--- src/rtl/mv_operand_sequencer_pkg.sv ---
// Shared types and constants for the matrix-vector operand sequencer:
// FSM state encoding, default geometry and the per-job word slots.
package mv_operand_sequencer_pkg;

    localparam int DIM_DEFAULT        = 4;
    localparam int WIDTH_DEFAULT      = 8;
    localparam int RUN_CYCLES_DEFAULT = 2 * DIM_DEFAULT;

    // Word slots within one job: four matrix rows, then the vector
    localparam logic [2:0] ROW0 = 3'd0;
    localparam logic [2:0] ROW1 = 3'd1;
    localparam logic [2:0] ROW2 = 3'd2;
    localparam logic [2:0] ROW3 = 3'd3;
    localparam logic [2:0] VEC  = 3'd4;

    localparam int WORDS_PER_JOB = 5;

    typedef enum logic [1:0] {
        ST_LOAD   = 2'd0,
        ST_RUN    = 2'd1,
        ST_GAP    = 2'd2,
        ST_RESULT = 2'd3
    } seq_state_t;

    function automatic int run_cycles(input int dim);
        return 2 * dim;
    endfunction

endpackage

--- src/rtl/mv_operand_sequencer.sv ---
// Feeds operand words to the 4x4 systolic MV multiplier, runs it for a fixed
// number of enabled cycles, then hands its result downstream.
module mv_operand_sequencer
    import mv_operand_sequencer_pkg::*;
#(
    parameter int DIMENSION  = DIM_DEFAULT,
    parameter int WIDTH      = WIDTH_DEFAULT,
    parameter int RUN_CYCLES = run_cycles(DIM_DEFAULT)
) (
    input  logic                       clk,
    input  logic                       rst,
    input  logic                       in_valid,
    output logic                       in_ready,
    input  logic [DIMENSION*WIDTH-1:0] in_data,
    output logic [DIMENSION*WIDTH-1:0] mv_M1,
    output logic [DIMENSION*WIDTH-1:0] mv_M2,
    output logic [DIMENSION*WIDTH-1:0] mv_M3,
    output logic [DIMENSION*WIDTH-1:0] mv_M4,
    output logic [DIMENSION*WIDTH-1:0] mv_V,
    output logic                       mv_en,
    input  logic [DIMENSION*WIDTH-1:0] mv_result,
    output logic                       res_valid,
    input  logic                       res_ready,
    output logic [DIMENSION*WIDTH-1:0] res_data,
    output logic                       busy
);

    localparam int W     = DIMENSION * WIDTH;
    localparam int CNT_W = (RUN_CYCLES > 1) ? $clog2(RUN_CYCLES) : 1;
    localparam logic [CNT_W-1:0] CNT_LAST = CNT_W'(RUN_CYCLES - 1);

    seq_state_t       state_q, state_d;
    logic [2:0]       wr_idx_q, wr_idx_d;
    logic [CNT_W-1:0] run_cnt_q, run_cnt_d;
    logic             load_done_q, load_done_d;
    logic [W-1:0]     res_data_q, res_data_d;
    logic             res_valid_q, res_valid_d;
    logic [W-1:0]     op_q [WORDS_PER_JOB];
    logic [W-1:0]     op_d [WORDS_PER_JOB];

    logic in_ready_c;
    logic mv_en_c;
    logic accept;
    logic last_word;
    logic load_complete;

    always_comb begin
        state_d       = state_q;
        wr_idx_d      = wr_idx_q;
        run_cnt_d     = run_cnt_q;
        load_done_d   = load_done_q;
        res_data_d    = res_data_q;
        res_valid_d   = res_valid_q;
        op_d          = op_q;
        in_ready_c    = 1'b0;
        mv_en_c       = 1'b0;
        load_complete = 1'b0;

        case (state_q)
            ST_LOAD:   in_ready_c = 1'b1;
            ST_RUN:    mv_en_c    = 1'b1;
            ST_RESULT: in_ready_c = ~load_done_q;
            default:   ;
        endcase

        accept    = in_valid & in_ready_c;
        last_word = accept & (wr_idx_q == VEC);

        if (accept) begin
            op_d[wr_idx_q] = in_data;
            wr_idx_d       = last_word ? ROW0 : wr_idx_q + 3'd1;
        end

        case (state_q)
            ST_LOAD: begin
                if (last_word) begin
                    state_d   = ST_RUN;
                    run_cnt_d = '0;
                end
            end
            ST_RUN: begin
                if (run_cnt_q == CNT_LAST) begin
                    state_d   = ST_GAP;
                    run_cnt_d = '0;
                end else begin
                    run_cnt_d = run_cnt_q + 1'b1;
                end
            end
            ST_GAP: begin
                // en is low this cycle, so the multiplier's output is settled
                res_data_d  = mv_result;
                res_valid_d = 1'b1;
                state_d     = ST_RESULT;
            end
            ST_RESULT: begin
                load_complete = load_done_q | last_word;
                if (res_ready) begin
                    res_valid_d = 1'b0;
                    load_done_d = 1'b0;
                    run_cnt_d   = '0;
                    state_d     = load_complete ? ST_RUN : ST_LOAD;
                end else begin
                    load_done_d = load_complete;
                end
            end
            default: state_d = ST_LOAD;
        endcase
    end

    always_ff @(posedge clk) begin
        if (!rst) begin
            state_q     <= ST_LOAD;
            wr_idx_q    <= ROW0;
            run_cnt_q   <= '0;
            load_done_q <= 1'b0;
            res_data_q  <= '0;
            res_valid_q <= 1'b0;
            for (int i = 0; i < WORDS_PER_JOB; i++) begin
                op_q[i] <= '0;
            end
        end else begin
            state_q     <= state_d;
            wr_idx_q    <= wr_idx_d;
            run_cnt_q   <= run_cnt_d;
            load_done_q <= load_done_d;
            res_data_q  <= res_data_d;
            res_valid_q <= res_valid_d;
            for (int i = 0; i < WORDS_PER_JOB; i++) begin
                op_q[i] <= op_d[i];
            end
        end
    end

    assign in_ready  = in_ready_c;
    assign mv_en     = mv_en_c;
    assign mv_M1     = op_q[ROW0];
    assign mv_M2     = op_q[ROW1];
    assign mv_M3     = op_q[ROW2];
    assign mv_M4     = op_q[ROW3];
    assign mv_V      = op_q[VEC];
    assign res_valid = res_valid_q;
    assign res_data  = res_data_q;
    assign busy      = (state_q == ST_RUN) || (state_q == ST_GAP);

endmodule

--- config.mk ---
export PLATFORM = sky130hd
export DESIGN_NAME = mv_operand_sequencer
export DESIGN_NICKNAME = d
export VERILOG_FILES = /design/src/rtl/mv_operand_sequencer_pkg.sv /design/src/rtl/mv_operand_sequencer.sv
export SDC_FILE = /design/constraint.sdc
export NUM_CORES = 1
export LEC_CHECK = 0
export ABC_AREA = 1
export BUFFER_PORTS_ARGS = -buffer_cell sky130_fd_sc_hd__buf_2
export CORE_MARGIN = 2
export CORE_UTILIZATION = 53
export CTS_CLUSTER_SIZE = 12
export DETAILED_ROUTE_END_ITERATION = 12
export PLACE_DENSITY_LB_ADDON = 0.1
export SYNTH_ARGS = -nofsm -noshare
export SYNTH_HDL_FRONTEND = slang
export SYNTH_SLANG_ARGS = --single-unit
--- constraint.sdc ---
create_clock -name clk -period 3.9 [get_ports clk]
set_input_delay 0.195 -clock clk [delete_from_list [all_inputs] [get_ports clk]]
set_output_delay 0.195 -clock clk [all_outputs]
set_load 0.02 [all_outputs]
==> results of run 1 <==
-- kinds of logic after synthesis --
group	after synthesis
simple gates	430
compound gates	207
flops	202
buf+inv	81
fa+ha+maj	8
-- cell usage after synthesis, drive strengths merged --
cell    instances
nor2          330
dfxtp         202
o21ai         164
nand2          60
a21oi          42
clkbuf         36
nand3          35
buf            25
inv            20
ha              8
nor3            4
a22oi           1
nand4           1
-- flip-flops by register name, summed over array words and instances, names as in the netlist --
| name | cells |
|---|---|
| res_data | 32 |
| mv_M3 | 32 |
| run_cnt_q | 3 |
| mv_M1 | 32 |
| mv_V | 32 |
| res_valid | 1 |
| mv_M4 | 32 |
| mv_M2 | 32 |
| state_q | 2 |
| load_done_q | 1 |
| wr_idx_q | 3 |
-- worst reg2reg max path, stage by stage (launching register included) --
cell	delay [ns]
dfxtp_1	0.40
inv_1	0.09
ha_1	0.36
a21oi_4	0.16
nand2_4	0.11
inv_4	0.33
nand2_2	0.51
inv_2	0.65
nor2_1	0.13
nor2_1	0.14
-- worst min path at each step --
stage / end / slack (ns) / cells past startpoint
final: mv_M4[11]$_SDFFE_PN0P_ / 0.01 / 3
after global routing: mv_M3[11]$_SDFFE_PN0P_ / 0.03 / 3
after CTS: mv_M4[11]$_SDFFE_PN0P_ / 0.008 / 3
after detailed placement: res_data[16]$_SDFFE_PN0P_ / 0.42 / 3
after global placement: res_data[24]$_SDFFE_PN0P_ / 0.42 / 3
after floorplan: mv_M2[11]$_SDFFE_PN0P_ / 0.33 / 2
-- layout by cell type, fill, tap and decap left out --
master and n:
a21oi_1 41, a21oi_4 1, a22oi_1 1, buf_2 262, buf_4 7, bufinv_16 1, clkbuf_1 4, clkbuf_16 21
clkbuf_8 3, dfxtp_1 202, dlygate4sd3_1 33, ha_1 8, inv_1 14, inv_2 5, inv_4 1, nand2_1 56
nand2_2 3, nand2_4 1, nand3_1 35, nand4_1 1, nor2_1 330, nor3_1 1, nor3_4 3, o21ai_0 135
o21ai_1 29
-- per-layer routing --
layer  track usage  vias up  share of wire  wire [microns]
met4        0.0894        0          0.025             547
li1              -     3521              -               -
met5             0        -              0               0
met3        0.0724       43          0.086            1910
met2         0.501      304           0.47           10400
met1         0.368     3261           0.42            9200
-- area by class of cell --
cell class	count	area (sq um)
Sequential cell	202	4040
Clock buffer	28	582
Tap cell	176	220
Clock inverter	1	30.0
Multi-Input combinational cell	645	2860
Fill cell	1043	3780
Timing Repair Buffer	302	1690
Inverter	20	77.6
-- power by group through the flow --
stage,Sequential [W],Combinational [W],Clock (W)
floorplan,0.00328,0.00107,0
global placement,0.00278,0.00228,0
detailed placement,0.00278,0.00231,0
CTS,0.00275,0.00235,0.00184
global route,0.00280,0.00260,0.00194
finish,0.00276,0.00236,0.00183
-- metrics by stage --
stage	instance area (sq um)	setup WS, ns	power [W]
detailed placement	8570	1.05	0.00510
global placement	8570	1.14	0.00506
floorplan	7250	1.99	0.00435
global route	9510	0.718	0.00734
CTS	9510	0.968	0.00694
finish	9510	0.958	0.00695
==> key figures, run 1 <==
Pwr
  • Sw frac: 0.380
  • PwrDens: 731 nW/um^2
  • Leak: 4.63 nW
  • Clk network pwr share: 0.263
  • Pint: 0.00431 W
  • Logic pwr share: 0.340
  • Worst vdd ir: 0.000461 V
  • P_sw: 0.00264 W
  • Seq pwr share: 0.397

Critical path
  • CP Depth: 9
  • Crit-path leading delay family: buffers and inverters
  • Reg2reg end: mv_M3[22]$_SDFFE_PN0P_
  • Max incr delay on CP: 0.64 ns
  • CP most frequent cell: nor2_1
  • Nature of the critical path endpoint: register
  • Data arrival, critical path: 3.35 ns
  • Reg2Reg Depth: 9
  • R2R setup slack: 0.96 ns
  • Worst-path maximum fanout: 37
  • Max stage delay cell, worst path: inv_2
  • Worst path bufs/invs: 3
  • Worst R2R Start: state_q[0]$_SDFFE_PN0P_
  • CP cell instances: inv_1 -> ha_1 -> a21oi_4 -> nand2_4 -> inv_4 -> nand2_2 -> inv_2 -> nor2_1 -> nor2_1
  • CP Launch Type: register
  • Kind of critical path: reg -> reg
  • Worst setup endpoint: mv_M3[22]$_SDFFE_PN0P_
  • CP Launch Point: state_q[0]$_SDFFE_PN0P_
  • Worst Path Required: 4.31 ns

Yosys
  • Largest family of logic cells by synthesized area: simple AND/OR/NAND/NOR gates
  • Largest area contributor in the netlist: dfxtp_1
  • Sequential area share after synthesis: 0.557
  • Synth unique cells: 24
  • Yosys warnings: 0
  • Synthesized instance count: 928
  • Avg Cell Area, Syn: 7.82 sq um
  • Yosys top cell area share: 0.557
  • XOR/XNOR share of the synthesized area: 0
  • Synthesized net count: 1004
  • Synth Area in Simple Gates: 0.235
  • Post-Syn Area: 7250 sq um
  • Post-synthesis mux area share: 0
  • Synth Area in Adders: 0.0138
  • Synth top area cells: dfxtp_1 56%, nor2_1 17%, o21ai_0 9.3%
  • Area fraction in compound gates after synthesis: 0.145
  • Synthesis-stage register bit count: 202

Route
  • Avg WL per Cell: 16.1 microns
  • Drt total wl: 22100 microns
  • Initial drt markers: 426
  • Drt drc: 0
  • ANT nets after route: 0
  • Vias per std cell: 5.19
  • Via count: 7129
  • TritonRoute pass-1 iters: 5

STA
  • Final setup violation count: 0
  • Tmin final: 2.94 ns
  • Max Clock Skew: 0.00458 ns
  • Final cycle utilization of the critical path: 0.754
  • Worst slew pin tran: 1.22 ns
  • Worst hold slack: 0.0118 ns
  • Max-slew headroom: 0.187
  • RSZ-0062 raised after global routing: no
  • Setup TNS: 0 ns
  • Final Max Tran Viols: 0
  • Hold Violations, Final: 0
  • Fmax: 0.340 GHz

Floorplan
  • Row count: 42
  • Number of I/O pins: 264
  • Starting Density: 0.546
  • Core ar.: 13300 sq um
  • Die Area: 14600 sq um
  • Die Span Y: 121 microns
  • Die extent in x: 121 microns

Finish
  • Post-layout nets: 1268
  • Layout Utilization: 0.715
  • Fraction of layout cells with a size suffix above 1: 0.257
  • Layout Cells excl Fill: 1374
  • Syn-to-layout area delta: 31.1%
  • Number of diodes: 0

Placed design
  • DPL Wire Length: 13600 microns
  • IO buf count: 263
  • DP Cell Count: 1312
  • Gpl congestion: 0.790

Outcome
  • Status: completed

Clock network
  • Clk sinks: 202
  • Clk slew on worst S/H paths: 0.06 ns
  • TritonCTS Buffers: 21
  • # hold bufs at CTS: 33
  • Post-CTS Resized: 0
  • Max clock buf depth: 3
  • Post-CTS Setup Repair Bufs: 0
  • CTS tree: built
  • H-Tree Level Count: 1
  • Clock Tree Root: clkbuf_16
  • Worst-Skew Late Latency: 0.48 ns

Global routing
  • Initial antenna violation count: 0
  • Global Route Usage Sum: 0.294
  • GRT overflow: 0
  • Pin count of the biggest net entering global routing: 95
  • First-pass GRT wire length: 34600 microns
  • Vias in the first global route: 6826

Worst hold path
  • Hold_sp: in_data[11]
  • Min-delay worst type: in -> reg

Run
  • Max-cap violations: 0
No activity file was read; power rests on OpenSTA's default activity.
==> run 2, diff against run 1 <==
--- a/config.mk
+++ b/config.mk
@@ -8,7 +8,7 @@
 export ABC_AREA = 1
 export BUFFER_PORTS_ARGS = -buffer_cell sky130_fd_sc_hd__buf_2
 export CORE_MARGIN = 2
-export CORE_UTILIZATION = 53
+export CORE_UTILIZATION = 44
 export CTS_CLUSTER_SIZE = 12
 export DETAILED_ROUTE_END_ITERATION = 12
 export PLACE_DENSITY_LB_ADDON = 0.1
==> constraint.sdc (replaced) <==
create_clock -name clk -period 2.53 [get_ports clk]
set_input_delay 0.1265 -clock clk [delete_from_list [all_inputs] [get_ports clk]]
set_output_delay 0.1265 -clock clk [all_outputs]
set_load 0.02 [all_outputs]
==> run 2 against run 1 <==
Net effect: die area up 20%; setup slack got worse by 0.60 ns; sequential share of layout area is 2.3 points lower; power increased by 60%; clock power rose by 72%; non-clock buffer count is 41 higher; combinational power up 58%; register-to-register slack got worse by 0.60 ns; hold slack improved by 0.029 ns; final cell count up 6.6%; sequential power increased by 53%; largest power group unchanged; highest routed layer unchanged.
==> key figures, run 2 (synthesis gave the netlist of run 1 again) <==
Clock network
  • CTS tree: built (unchanged)
  • TritonCTS Buffers: 22 (was 21)
  • Clk slew on worst S/H paths: 0.06 ns (about the same)
  • Post-CTS Setup Repair Bufs: 0 (unchanged)
  • # hold bufs at CTS: 65 (was 33)
  • H-Tree Level Count: 1 (unchanged)
  • Post-CTS Resized: 0 (unchanged)
  • Clk sinks: 202 (unchanged)
  • Max clock buf depth: 3 (unchanged)
  • Worst-Skew Late Latency: 0.50 ns (was 0.48 ns)
  • Clock Tree Root: clkbuf_16 (unchanged)

Floorplan
  • Starting Density: 0.453 (was 0.546)
  • Die extent in x: 132 microns (was 121 microns)
  • Core ar.: 16000 sq um (was 13300 sq um)
  • Die Area: 17500 sq um (was 14600 sq um)
  • Die Span Y: 132 microns (was 121 microns)
  • Row count: 46 (was 42)
  • Number of I/O pins: 264 (unchanged)

Critical path
  • Worst Path Required: 2.87 ns (was 4.31 ns)
  • Reg2Reg Depth: 9 (unchanged)
  • R2R setup slack: 0.36 ns (was 0.96 ns)
  • Max incr delay on CP: 0.38 ns (was 0.64 ns)
  • Worst-path maximum fanout: 18 (was 37)
  • Worst R2R Start: state_q[0]$_SDFFE_PN0P_ (unchanged)
  • CP cell instances: inv_1 -> ha_1 -> a21oi_4 -> nand2_4 -> inv_4 -> nand2_1 -> buf_4 -> nand2_1 -> a21oi_1 (was inv_1 -> ha_1 -> a21oi_4 -> nand2_4 -> inv_4 -> nand2_2 -> inv_2 -> nor2_1 -> nor2_1)
  • Worst path bufs/invs: 3 (unchanged)
  • Data arrival, critical path: 2.51 ns (was 3.35 ns)
  • CP most frequent cell: nand2_1 (was nor2_1)
  • CP Depth: 9 (unchanged)
  • Max stage delay cell, worst path: dfxtp_1 (was inv_2)
  • Crit-path leading delay family: buffers and inverters (unchanged)
  • Reg2reg end: mv_V[31]$_SDFFE_PN0P_ (was mv_M3[22]$_SDFFE_PN0P_)
  • Nature of the critical path endpoint: register (unchanged)
  • CP Launch Point: state_q[0]$_SDFFE_PN0P_ (unchanged)
  • Kind of critical path: reg -> reg (unchanged)
  • CP Launch Type: register (unchanged)

Global routing
  • Global Route Usage Sum: 0.251 (was 0.294)
  • GRT overflow: 0 (unchanged)
  • First-pass GRT wire length: 36000 microns (was 34600 microns)
  • Pin count of the biggest net entering global routing: 89 (was 95)
  • Vias in the first global route: 6748 (was 6826)
  • Initial antenna violation count: 0 (unchanged)

Pwr
  • PwrDens: 1100 nW/um^2 (was 731 nW/um^2)
  • Leak: 4.85 nW (was 4.63 nW)
  • Worst vdd ir: 0.000568 V (was 0.000461 V)

Placed design
  • Gpl congestion: 0.811 (was 0.790)
  • DPL Wire Length: 14300 microns (was 13600 microns)
  • Post-DP Area: 8700 sq um (was 8570 sq um)
  • IO buf count: 263 (unchanged)
  • DP Cell Count: 1361 (was 1312)

Worst hold path
  • Worst Hold Path EP: wr_idx_q[1]$_SDFFE_PN0P_ (was mv_M4[11]$_SDFFE_PN0P_)
  • Cells on Worst Hold Path: 3 (unchanged)
  • Min-delay worst type: in -> reg (unchanged)
  • Hold_sp: in_valid (was in_data[11])

Route
  • Drt drc: 0 (unchanged)
  • Drt total wl: 22800 microns (was 22100 microns)
  • Avg WL per Cell: 15.5 microns (was 16.1 microns)
  • Initial drt markers: 432 (was 426)
  • TritonRoute pass-1 iters: 4 (was 5)
  • Via count: 7184 (was 7129)
  • Vias per std cell: 4.90 (was 5.19)
  • ANT nets after route: 0 (unchanged)

STA
  • Setup TNS: 0 ns (unchanged)
  • Max-slew headroom: 0.494 (was 0.187)
  • Final cycle utilization of the critical path: 0.858 (was 0.754)
  • Max Clock Skew: 0.0134 ns (was 0.00458 ns)
  • Hold Violations, Final: 0 (unchanged)
  • Final setup violation count: 0 (unchanged)
  • Worst slew pin tran: 0.759 ns (was 1.22 ns)
  • Final Max Tran Viols: 0 (unchanged)
  • RSZ-0062 raised after global routing: no (unchanged)
  • Tmin final: 2.17 ns (was 2.94 ns)
  • Fmax: 0.461 GHz (was 0.340 GHz)

Finish
  • Fill cells: 1423 (was 1043)
  • Fraction of layout cells with a size suffix above 1: 0.258 (was 0.257)
  • Commonest non-fill, non-tap cells in the layout: 330 x nor2_1, 262 x buf_2, 202 x dfxtp_1, 135 x o21ai_0, 65 x dlygate4sd3_1 (was 330 x nor2_1, 262 x buf_2, 202 x dfxtp_1, 135 x o21ai_0, 56 x nand2_1)
  • Number of diodes: 0 (unchanged)
  • Layout Cells excl Fill: 1465 (was 1374)
  • Syn-to-layout area delta: 38.7% (was 31.1%)
  • Design Area, Final: 10100 sq um (was 9510 sq um)
  • Post-layout nets: 1310 (was 1268)
  • Most common cell after layout, fill and taps aside: nor2_1 (unchanged)

Run
  • Max-cap violations: 0 (unchanged)

Outcome
  • Status: completed (unchanged)
==> run 2: cell count changes in the layout (fill, tap and decap cells not counted) <==
cell / previous run / this run
buf_12: 0 / 1
clkbuf_8: 3 / 5
clkbuf_16: 21 / 23
dlygate4sd3_1: 33 / 65
buf_4: 7 / 15
clkbuf_1: 4 / 9
clkinv_2: 0 / 1
==> run 2: metrics by stage <==
step / hold slack, ns / setup slack [ns] / util / total power [W]
after global routing: 0.0299 / 0.117 / 0.629 / 0.0118
after floorplan: 0.261 / 0.622 / - / 0.00670
after detailed placement: 0.354 / 0.352 / 0.544 / 0.00795
final: 0.0404 / 0.360 / 0.629 / 0.0111
after CTS: 0.0209 / 0.324 / 0.629 / 0.0112
after global placement: 0.349 / 0.367 / 0.544 / 0.00791
==> run 2: per-layer routing <==
layer	vias to the layer above	part of all wire	track usage
li1	3619	-	-
met3	29	0.077	0.0654
met4	0	0.018	0.0627
met5	-	0	0
met1	3290	0.45	0.336
met2	246	0.46	0.407
==> run 2: how the worst max path moves through the flow <==
stage                              to  slack, ns
6_report        mv_V[31]$_SDFFE_PN0P_       0.36
5_1_grt        mv_M4[31]$_SDFFE_PN0P_       0.12
4_1_cts         mv_V[31]$_SDFFE_PN0P_       0.32
3_5_place_dp    mv_V[31]$_SDFFE_PN0P_       0.35
3_3_place_gp    mv_M4[6]$_SDFFE_PN0P_       0.37
2_1_floorplan  mv_M1[10]$_SDFFE_PN0P_       0.62
==> run 2: worst min-delay path: stages <==
cell and delay (ns):
buf_2 0.13, nand2_4 0.13, a21oi_1 0.08
==> run 2: layout make-up <==
cell class              count  area [sq um]  area share
clock buffers              37           678      0.0674
multi-input cells         645          2860       0.285
inverters                  20          77.6     0.00771
repair buffers            343          2090       0.208
well taps                 216           270      0.0269
flip-flops and latches    202          4040       0.402
clock inverters             2          35.0     0.00348
==> run 2: power breakdown <==
part	internal (W)	leakage [nW]	switching (W)	total, W
clock	0.00191	0.348	0.00123	0.00314
sequential	0.00388	1.64	0.000357	0.00423
combinational	0.00118	2.86	0.00256	0.00374
